`src/rtl/biriscv_defs.v`:
```
// CSR address map shared by the biriscv core and its hardware performance monitor.
`ifndef BIRISCV_DEFS_V
`define BIRISCV_DEFS_V
`define CSR_MCYCLE_ADDR     12'hB00
`define CSR_MCYCLEH_ADDR    12'hB80
`define CSR_MHPMEVENT_ADDR  12'h320
`define CSR_CYCLE_ADDR      12'hC00
`define CSR_CYCLEH_ADDR     12'hC80
`define CSR_MHPMOVF_ADDR    12'h7C0
`define CSR_MHPMOVFEN_ADDR  12'h7C1
`endif

```
`src/rtl/biriscv_csr_hpm_pkg.sv`:
```
// Address decode types and helpers for the performance-counter CSR block.
// Same guarded block as biriscv_defs.v so compile order of the two files does not matter.
`ifndef BIRISCV_DEFS_V
`define BIRISCV_DEFS_V
`define CSR_MCYCLE_ADDR     12'hB00
`define CSR_MCYCLEH_ADDR    12'hB80
`define CSR_MHPMEVENT_ADDR  12'h320
`define CSR_CYCLE_ADDR      12'hC00
`define CSR_CYCLEH_ADDR     12'hC80
`define CSR_MHPMOVF_ADDR    12'h7C0
`define CSR_MHPMOVFEN_ADDR  12'h7C1
`endif

package biriscv_csr_hpm_pkg;
  localparam logic [11:0] CSR_MCYCLE    = `CSR_MCYCLE_ADDR;
  localparam logic [11:0] CSR_MCYCLEH   = `CSR_MCYCLEH_ADDR;
  localparam logic [11:0] CSR_MHPMEVENT = `CSR_MHPMEVENT_ADDR;
  localparam logic [11:0] CSR_CYCLE     = `CSR_CYCLE_ADDR;
  localparam logic [11:0] CSR_CYCLEH    = `CSR_CYCLEH_ADDR;
  localparam logic [11:0] CSR_MHPMOVF   = `CSR_MHPMOVF_ADDR;
  localparam logic [11:0] CSR_MHPMOVFEN = `CSR_MHPMOVFEN_ADDR;

  typedef enum logic [3:0] {
    CSR_NONE, CSR_CNT_LO, CSR_CNT_HI, CSR_RO_LO, CSR_RO_HI,
    CSR_INHIBIT, CSR_EVENT, CSR_OVF, CSR_OVFEN
  } csr_region_e;

  typedef struct packed {
    csr_region_e region;
    logic [4:0]  idx;
  } csr_dec_t;

  function automatic csr_dec_t csr_decode(input logic [11:0] addr);
    csr_dec_t d;
    d.idx    = addr[4:0];
    d.region = CSR_NONE;
    if (addr[11:5] == CSR_MCYCLE[11:5])
      d.region = (d.idx == 5'd1) ? CSR_NONE : CSR_CNT_LO;
    else if (addr[11:5] == CSR_MCYCLEH[11:5])
      d.region = (d.idx == 5'd1) ? CSR_NONE : CSR_CNT_HI;
    else if (addr[11:5] == CSR_CYCLE[11:5])
      d.region = CSR_RO_LO;
    else if (addr[11:5] == CSR_CYCLEH[11:5])
      d.region = CSR_RO_HI;
    else if (addr[11:5] == CSR_MHPMEVENT[11:5])
      d.region = (d.idx == 5'd0) ? CSR_INHIBIT : (d.idx == 5'd1) ? CSR_NONE : CSR_EVENT;
    else if (addr == CSR_MHPMOVF)
      d.region = CSR_OVF;
    else if (addr == CSR_MHPMOVFEN)
      d.region = CSR_OVFEN;
    return d;
  endfunction

  // Bit i set when counter index i exists: mcycle, minstret and the hpm window.
  function automatic logic [31:0] impl_mask(input int nc);
    logic [31:0] m;
    m = 32'h5;
    for (int i = 3; i < 32; i++)
      if (i < 3 + nc) m[i] = 1'b1;
    return m;
  endfunction
endpackage

```
`src/rtl/biriscv_hpm_counter.sv`:
```
// One 64-bit performance counter: half-word writes, small increment, wrap detect.
module biriscv_hpm_counter
  import biriscv_csr_hpm_pkg::*;
(
  input  logic        clk_i,
  input  logic        rst_i,
  input  logic [1:0]  inc_i,
  input  logic        wr_lo_i,
  input  logic        wr_hi_i,
  input  logic [31:0] wdata_i,
  output logic [63:0] cnt_o,
  output logic        ovf_o
);
  logic [63:0] cnt_q, cnt_d;
  logic [64:0] sum;

  // A write to either half suppresses the whole increment, including its carry.
  always_comb begin
    sum   = {1'b0, cnt_q} + {63'd0, inc_i};
    cnt_d = sum[63:0];
    ovf_o = sum[64];
    if (wr_lo_i || wr_hi_i) begin
      cnt_d = cnt_q;
      ovf_o = 1'b0;
      if (wr_lo_i) cnt_d[31:0]  = wdata_i;
      if (wr_hi_i) cnt_d[63:32] = wdata_i;
    end
  end

  always_ff @(posedge clk_i or posedge rst_i)
    if (rst_i) cnt_q <= '0;
    else       cnt_q <= cnt_d;

  assign cnt_o = cnt_q;
endmodule

```
`src/rtl/biriscv_csr_hpm.sv`:
```
// Machine performance-monitor CSRs: mcycle, minstret, mhpmcounters, event select,
// inhibit, overflow status/enable and the registered overflow interrupt.
module biriscv_csr_hpm
  import biriscv_csr_hpm_pkg::*;
#(
  parameter int NUM_COUNTERS = 4,
  parameter int NUM_EVENTS   = 8
)(
  input  logic                  clk_i,
  input  logic                  rst_i,
  input  logic [11:0]           csr_raddr_i,
  output logic [31:0]           csr_rdata_o,
  output logic                  csr_hit_o,
  input  logic                  csr_write_i,
  input  logic [11:0]           csr_waddr_i,
  input  logic [31:0]           csr_wdata_i,
  input  logic [1:0]            retire_i,
  input  logic [NUM_EVENTS-1:0] event_i,
  input  logic                  interrupt_inhibit_i,
  output logic                  ovf_intr_o
);
  localparam int          EVT_W    = $clog2(NUM_EVENTS + 1);
  localparam logic [31:0] CNT_MASK = impl_mask(NUM_COUNTERS);
  localparam logic [31:0] HPM_MASK = CNT_MASK & ~32'h7;

  csr_dec_t rdec, wdec;
  assign rdec      = csr_decode(csr_raddr_i);
  assign wdec      = csr_decode(csr_waddr_i);
  assign csr_hit_o = (rdec.region != CSR_NONE);

  logic [63:0]             cnt [32];
  logic [31:0]             ovf_set;
  logic [31:0]             inhibit_q, inhibit_d, ovf_q, ovf_d, ovfen_q, ovfen_d;
  logic [31:0][EVT_W-1:0]  evt_q, evt_d;
  logic                    ovf_intr_q, ovf_intr_d;

  for (genvar i = 0; i < 32; i++) begin : g_cnt
    if (CNT_MASK[i]) begin : g_impl
      logic       ev_hit, wr_lo, wr_hi;
      logic [1:0] inc;

      always_comb begin
        ev_hit = 1'b0;
        for (int k = 0; k < NUM_EVENTS; k++)
          if (evt_q[i] == EVT_W'(k + 1) && event_i[k]) ev_hit = 1'b1;
      end

      assign inc   = inhibit_q[i] ? 2'd0 :
                     (i == 0)     ? 2'd1 :
                     (i == 2)     ? retire_i : {1'b0, ev_hit};
      assign wr_lo = csr_write_i && (wdec.region == CSR_CNT_LO) && (wdec.idx == 5'(i));
      assign wr_hi = csr_write_i && (wdec.region == CSR_CNT_HI) && (wdec.idx == 5'(i));

      biriscv_hpm_counter u_cnt (
        .clk_i   (clk_i),
        .rst_i   (rst_i),
        .inc_i   (inc),
        .wr_lo_i (wr_lo),
        .wr_hi_i (wr_hi),
        .wdata_i (csr_wdata_i),
        .cnt_o   (cnt[i]),
        .ovf_o   (ovf_set[i])
      );
    end else begin : g_none
      assign cnt[i]     = 64'd0;
      assign ovf_set[i] = 1'b0;
    end
  end

  always_comb begin
    csr_rdata_o = '0;
    case (rdec.region)
      CSR_CNT_LO, CSR_RO_LO: csr_rdata_o = cnt[rdec.idx][31:0];
      CSR_CNT_HI, CSR_RO_HI: csr_rdata_o = cnt[rdec.idx][63:32];
      CSR_INHIBIT:           csr_rdata_o = inhibit_q;
      CSR_EVENT:             csr_rdata_o = 32'(evt_q[rdec.idx]);
      CSR_OVF:               csr_rdata_o = ovf_q;
      CSR_OVFEN:             csr_rdata_o = ovfen_q;
      default:               csr_rdata_o = '0;
    endcase
  end

  // Clear is applied before set so a same-cycle overflow keeps its status bit.
  always_comb begin
    inhibit_d = inhibit_q;
    ovfen_d   = ovfen_q;
    evt_d     = evt_q;
    ovf_d     = ovf_q;
    if (csr_write_i) begin
      case (wdec.region)
        CSR_INHIBIT: inhibit_d = csr_wdata_i & CNT_MASK;
        CSR_OVFEN:   ovfen_d   = csr_wdata_i & CNT_MASK;
        CSR_OVF:     ovf_d     = ovf_q & ~csr_wdata_i;
        CSR_EVENT:   if (HPM_MASK[wdec.idx]) evt_d[wdec.idx] = csr_wdata_i[EVT_W-1:0];
        default:     ;
      endcase
    end
    ovf_d      = (ovf_d | ovf_set) & CNT_MASK;
    ovf_intr_d = (|(ovf_q & ovfen_q)) & ~interrupt_inhibit_i;
  end

  always_ff @(posedge clk_i or posedge rst_i) begin
    if (rst_i) begin
      inhibit_q  <= '0;
      ovfen_q    <= '0;
      ovf_q      <= '0;
      evt_q      <= '0;
      ovf_intr_q <= 1'b0;
    end else begin
      inhibit_q  <= inhibit_d;
      ovfen_q    <= ovfen_d;
      ovf_q      <= ovf_d;
      evt_q      <= evt_d;
      ovf_intr_q <= ovf_intr_d;
    end
  end

  assign ovf_intr_o = ovf_intr_q;
endmodule

```
`config.mk`:
```
export PLATFORM = sky130hd
export DESIGN_NAME = biriscv_csr_hpm
export DESIGN_NICKNAME = d
export VERILOG_FILES = /design/src/rtl/biriscv_defs.v /design/src/rtl/biriscv_csr_hpm_pkg.sv /design/src/rtl/biriscv_hpm_counter.sv /design/src/rtl/biriscv_csr_hpm.sv
export SDC_FILE = /design/constraint.sdc
export NUM_CORES = 2
export LEC_CHECK = 0
export CORE_UTILIZATION = 50
export CTS_CLUSTER_SIZE = 8
export DETAILED_ROUTE_END_ITERATION = 7
export GPL_TIMING_DRIVEN = 1
export MAX_ROUTING_LAYER = met4
export PLACE_DENSITY = 0.7
export SLEW_MARGIN = 20
export SYNTH_ARGS = -nofsm -noshare
export SYNTH_HDL_FRONTEND = slang
export SYNTH_HIERARCHICAL = 1
export SYNTH_SLANG_ARGS = --single-unit
```
`constraint.sdc`:
```
create_clock -name clk_i -period 6.3 [get_ports clk_i]
set_input_delay 1.89 -clock clk_i [delete_from_list [all_inputs] [get_ports clk_i]]
set_output_delay 1.89 -clock clk_i [all_outputs]
set_load 0.01 [all_outputs]
```
# Word-level counts from Yosys, hierarchy flattened
# Memory sizes are Yosys's and may differ from the RTL's.
# Cells that the tools add are included.
[totals]
regBits = 531
mem_bits_ro = 32
in_bits = 70
output_inout_bits = 34
elab_cells = 303
mem_count = 1
[memory_table]
columns = ["memory", "depth", "width", "read_ports", "rd_clocked_by_memory_dff", "wr", "line_no", "source"]
rows = [
  ["(name not given)", 32, 1, 1, 0, 0, "biriscv_csr_hpm.sv:94", "CSR_EVENT: if (HPM_MASK[wdec.idx]) evt_d[wdec.idx] = csr_wdata_i[EVT_W-1:0];"],
]
[classes]
addsub = 6
magnitude_cmp = 4
n_eq_ne = 79
mux = 96
bitwise = 7
reduce_logical = 62
[op_table]
columns = ["operator", "count"]
rows = [
  ["$mux 64", 8],
  ["$mux 32", 12],
  ["$add 64x1->65", 5],
  ["$bmux 64 s5", 1],
  ["$pmux 32 s6", 1],
  ["$bwmux 128", 1],
  ["$eq 4x3->1 const B", 23],
  ["$add 64x2->65", 1],
  ["$mux 4", 16],
  ["$eq 7x7->1 const B", 8],
  ["$eq 12x11->1 const B", 4],
  ["$logic_and 1x1->1", 47],
  ["$mux 1", 46],
  ["$eq 4x2->1 const B", 11],
  ["$reduce_or 32->1", 1],
  ["$eq 4x1->1 const B", 6],
  ["$eq 4x4->1 const B", 6],
  ["$ne 2x1->1 const B", 12],
  ["$bmux 4 s5", 1],
  ["$demux 4 s5", 1],
  ["$eq 5x3->1 const B", 3],
  ["$and 7x7->7", 2],
  ["$eq 7x5->1 const B", 2],
  ["$mux 7", 2],
  ["18 further kinds", 34],
]

# Logic depth before layout (Yosys ltp)
[depth]
depth_word = 14
mapped_depth = 16
ltp_nobuf = 15

# By module
# The synthesis kept the hierarchy.
[modules_own_cells]
columns = ["module", "n_inst", "cells_each", "area_per_inst_um2", "seq_area_each_um2"]
rows = [
  ["biriscv_hpm_counter at g_cnt[3].g_impl.u_cnt ...", 3, 475, 4056.4, 1601.5],
  ["biriscv_csr_hpm", 1, 1080, 10070.9, 3578.4],
  ["biriscv_hpm_counter at g_cnt[0].g_impl.u_cnt ...", 2, 451, 3882.5, 1601.5],
  ["biriscv_hpm_counter at g_cnt[6].g_impl.u_cnt", 1, 448, 3839.9, 1601.5],
]

# Worst setup path after synthesis
# No wires, ideal clock.
[synth_timing]
kind = "input-to-output"
startpoint = "input port csr_raddr_i[3]"
endpoint = "output port csr_rdata_o[3]"
t_arrival_ns = 3.675
required_time_ns = 4.410
path_slack_ns = 0.735
path_stages = 9
n_path_buf = 3
path_cell_list = "buf_2 > nor4_4 > a2111oi_2 > o21ba_1 > buf_2 > a211o_1 > buf_2 > or3_1 > nand3_1"
[synth_via]
elab_chain_cells = 11
word_cells_on_any_way = 32
classes_between = "11 x eq/ne; 17 x mux; 1 x bitwise; 3 x reduce/logical"
[synth_lines]
columns = ["element", "line_no", "source"]
rows = [
  ["start, declared", "biriscv_csr_hpm.sv:11", "input logic [11:0] csr_raddr_i,"],
  ["$eq 12x11->1 / $eq 5x1->1 (equally long branches)", "n/a", ""],
  ["$mux 4 / $mux 3 (equally long branches)", "biriscv_csr_hpm_pkg.sv:49, biriscv_csr_hpm_pkg.sv:46", ""],
  ["$mux 4 / $mux 3 (equally long branches)", "biriscv_csr_hpm_pkg.sv:47, biriscv_csr_hpm_pkg.sv:46", ""],
  ["$mux 4", "biriscv_csr_hpm_pkg.sv:45", "else if (addr[11:5] == CSR_MHPMEVENT[11:5])"],
  ["$mux 4", "biriscv_csr_hpm_pkg.sv:43", "else if (addr[11:5] == CSR_CYCLEH[11:5])"],
  ["$mux 4", "biriscv_csr_hpm_pkg.sv:41", "else if (addr[11:5] == CSR_CYCLE[11:5])"],
  ["$mux 4", "biriscv_csr_hpm_pkg.sv:39", "else if (addr[11:5] == CSR_MCYCLEH[11:5])"],
  ["$mux 4", "biriscv_csr_hpm_pkg.sv:37", "if (addr[11:5] == CSR_MCYCLE[11:5])"],
  ["$eq 4x2->1 (tied with other cells)", "biriscv_csr_hpm.sv:72", "case (rdec.region)"],
  ["$reduce_or 2->1", "biriscv_csr_hpm.sv:72", ""],
  ["$pmux 32 s6 *", "biriscv_csr_hpm.sv:72", ""],
  ["end, declared", "biriscv_csr_hpm.sv:12", "output logic [31:0] csr_rdata_o,"],
]
# Every way passes the cells marked *; elsewhere a longest branch is shown, timed or not. The select of a mux whose other input is x is not followed.

# Worst setup path after layout
[layout_timing]
startpoint = "input port csr_raddr_i[2]"
endpoint = "output port csr_rdata_o[7]"
# The elaborated chain is that of the path after synthesis.

==> metrics <==
most frequent cells in the layout=dfrtp_1 (527), nand2_1 (415), nor2_1 (309); ys async rst share=100%; crit path kind=input port to output pin; Slew headroom=approximately 17%; initial antenna violation count=3; post-layout net count=between 4000 and 5000; worst r2r path cells=15; post-synthesis cell type count=85; CTS root buf=clkbuf_16; met3 routed WL=19.0 mm; Worst Tran Pin Value=1.24 ns; Worst Hold Class=register to register; DR vias=32787; via/cell ratio=6.74; Mapped Avg Cell Area=8.78 µm²; DRT antenna net count=0; Yosys reg bits=527; gpl congestion=1.06; wire length on met2=about 54 mm; number of remaining DRC errors=0; Die ar.=0.0687 mm²; Req. time, crit path=approximately 4.4 ns; Die H=~260 µm; fin util=58.4%; Starting Density=50.5%; # setup viols final=0; leading cell type in the layout, fill and taps excluded=dfrtp_1; Post-synth EDFFs=0; io pins=104; number of buffers created by CTS=76; drt total wl=approximately 130 mm; clock sink total=~530; Hold-fix buffers, CTS=0; FMAX=160 MHz; Final period util=99.1%; CP arrival=4.35 ns; CP Max Fanout=5; Overall Global Routing Usage=40.1%; vias in the first global route=29729; Rows=95; Final HPWL DP=95.0 mm; CTS H-Tree Depth=3; Cells after Synth=3855; post-route cell area=0.0392 mm²; # fillers=5888; synthesized area=0.0338 mm²; 1st-pass router iterations=6; Area Growth Syn to Fin=15.8%; crit path launch type=input port; Reg clk slew, reported paths=0.05 ns; clk_lat worst skew=0.65 ns; DR top layer=met4; placed cells=about 4800; CTS tree=yes; number of max-cap violations=0; outcome=completed; final non-filler cell total=4863; Slew Viols, Final=0; first-pass GRT wire length=between 150 and 200 mm; placed cell areas=0.0369 mm²; critical path endpoint category=output pin; clock skew=0.0328 ns; worst-case vdd ir drop=236 µV; RSZ-0062 raised after global routing=yes; M1 wire length=54.9 mm; routed length per placed instance=27.7 µm; Core Box Area=around 0.067 mm²; pwr dens=about 230 mW/mm²; Leakage=15.6 nW; GRT overflow=0; 1st-iter DRT viols=5026; shortest period the worst path allows=6.24 ns; sequential element share of the synthesized area=39.0%; Fin. Hold Viols=0; top_reg_cell synth=dfrtp_1; largest net degree at the start of global routing=100; YS warnings=6; hold path cells=0; layout cell share with drive strength beyond 1=14.3%; Die Wd=262 µm; PortBufs=103; Clock Path Buffers=3
==> final timing paths <==
| kind | slack [ns] | start | end |
|---|---|---|---|
| worst max register to register | 2.26 | evt_q[26] | g_cnt[6].g_impl.u_cnt/cnt_o[40] |
| worst min-delay path | 0.37 | evt_q[91] | evt_q[91] |
| min in group asynchronous | 2.33 | rst_i | g_cnt[5].g_impl.u_cnt/cnt_o[0] |
| worst min register to register | 0.37 | evt_q[91] | evt_q[91] |
| max in group asynchronous | 2.78 | rst_i | g_cnt[0].g_impl.u_cnt/cnt_o[20] |
| worst max-delay path | 0.06 | csr_raddr_i[2] | csr_rdata_o[7] |
==> worst max-delay path, stage by stage <==
cell,delay (ns)
buf_4,0.13
nor4_4,0.33
a2111oi_4,0.13
buf_4,0.16
o21ba_4,0.19
a211o_4,0.38
buf_16,0.16
buf_6,0.14
buf_4,0.14
a211o_1,0.28
a21oi_2,0.16
buf_6,0.14
buf_6,0.10
==> area by class of cell <==
class                      count  area (µm²)  share of cell area [%]
timing repair buffer         371        3220                    8.21
multi-input combinational   2910       19200                    49.0
inverter                      88         335                   0.856
clock inverter                 7         196                   0.501
tap                          873        1090                    2.79
sequential                   527       13200                    33.7
antenna                        3        7.51                  0.0192
clock buffer                  84        1940                    4.96
==> sequential cells by signal, indices dropped and copies added (netlist names) <==
name / flops
ovf_intr_o: 1
g_cnt.g_impl.u_cnt/cnt_o: 384
evt_q: 124
ovf_q: 6
ovfen_q: 6
inhibit_q: 6
==> power breakdown <==
part / leakage [nW] / internal, mW / switching, mW / total [mW]
Combinational: 7.40 / 0.459 / 0.757 / 1.22
Clock: 1.03 / 2.19 / 1.62 / 3.80
Sequential: 7.18 / 3.55 / 0.288 / 3.84
Total: 15.6 / 6.20 / 2.66 / 8.86
==> through the flow <==
stage,power [mW],TNS (ns),hold slack [ns],worst slack [ns]
after floorplan,4.44,0,0.424,0.572
after global routing,9.12,-0.00383,0.377,-0.00383
after detailed placement,5.04,-11.25,0.362,-0.433
final,8.86,0,0.368,0.0596
after CTS,8.85,0,0.373,0.00646
after global placement,5.02,-10.25,0.360,-0.422
==> layer usage <==
metal | vias up | track usage [%]
met2 | 2095 | 52.7
met5 | - | -
met3 | 365 | 11.5
met4 | 0 | 18.5
met1 | 15922 | 56.4
li1 | 14405 | -
==> synthesized netlist by cell type (72+ instances only) <==
cell type	number	area share, %
a21oi_1	88	1.3
a31oi_1	159	2.9
clkbuf_1	268	3.0
dfrtp_1	527	39
inv_1	81	0.90
mux2i_1	156	4.6
nand2_1	415	4.6
nand3_1	180	2.7
nand4_1	162	3.0
nor2_1	317	3.5
o21ai_0	282	4.2
o31ai_1	80	1.8
or3_1	72	1.3
or4_1	93	2.1
xor2_1	130	3.4
==> repair_timing <==
item	in CTS	in global routing
gates cloned	1	0
resized for setup	69	14
setup endpoints to repair	32	12
pin swaps	11	9
buffers inserted	6	2
==> cell families (layout without fill, tap and decap cells) <==
group	after synthesis	after routing	share of synthesized area, %
flops	527	527	39.0
mux	253	253	9.04
fa+ha+maj	18	18	0.799
xor+xnor	188	188	4.87
simple gates	1635	1635	26.3
other cells	1	13	0.0111
buf+inv	427	550	5.11
compound gates	806	806	14.9
No activity file was read; power rests on OpenSTA's default activity.
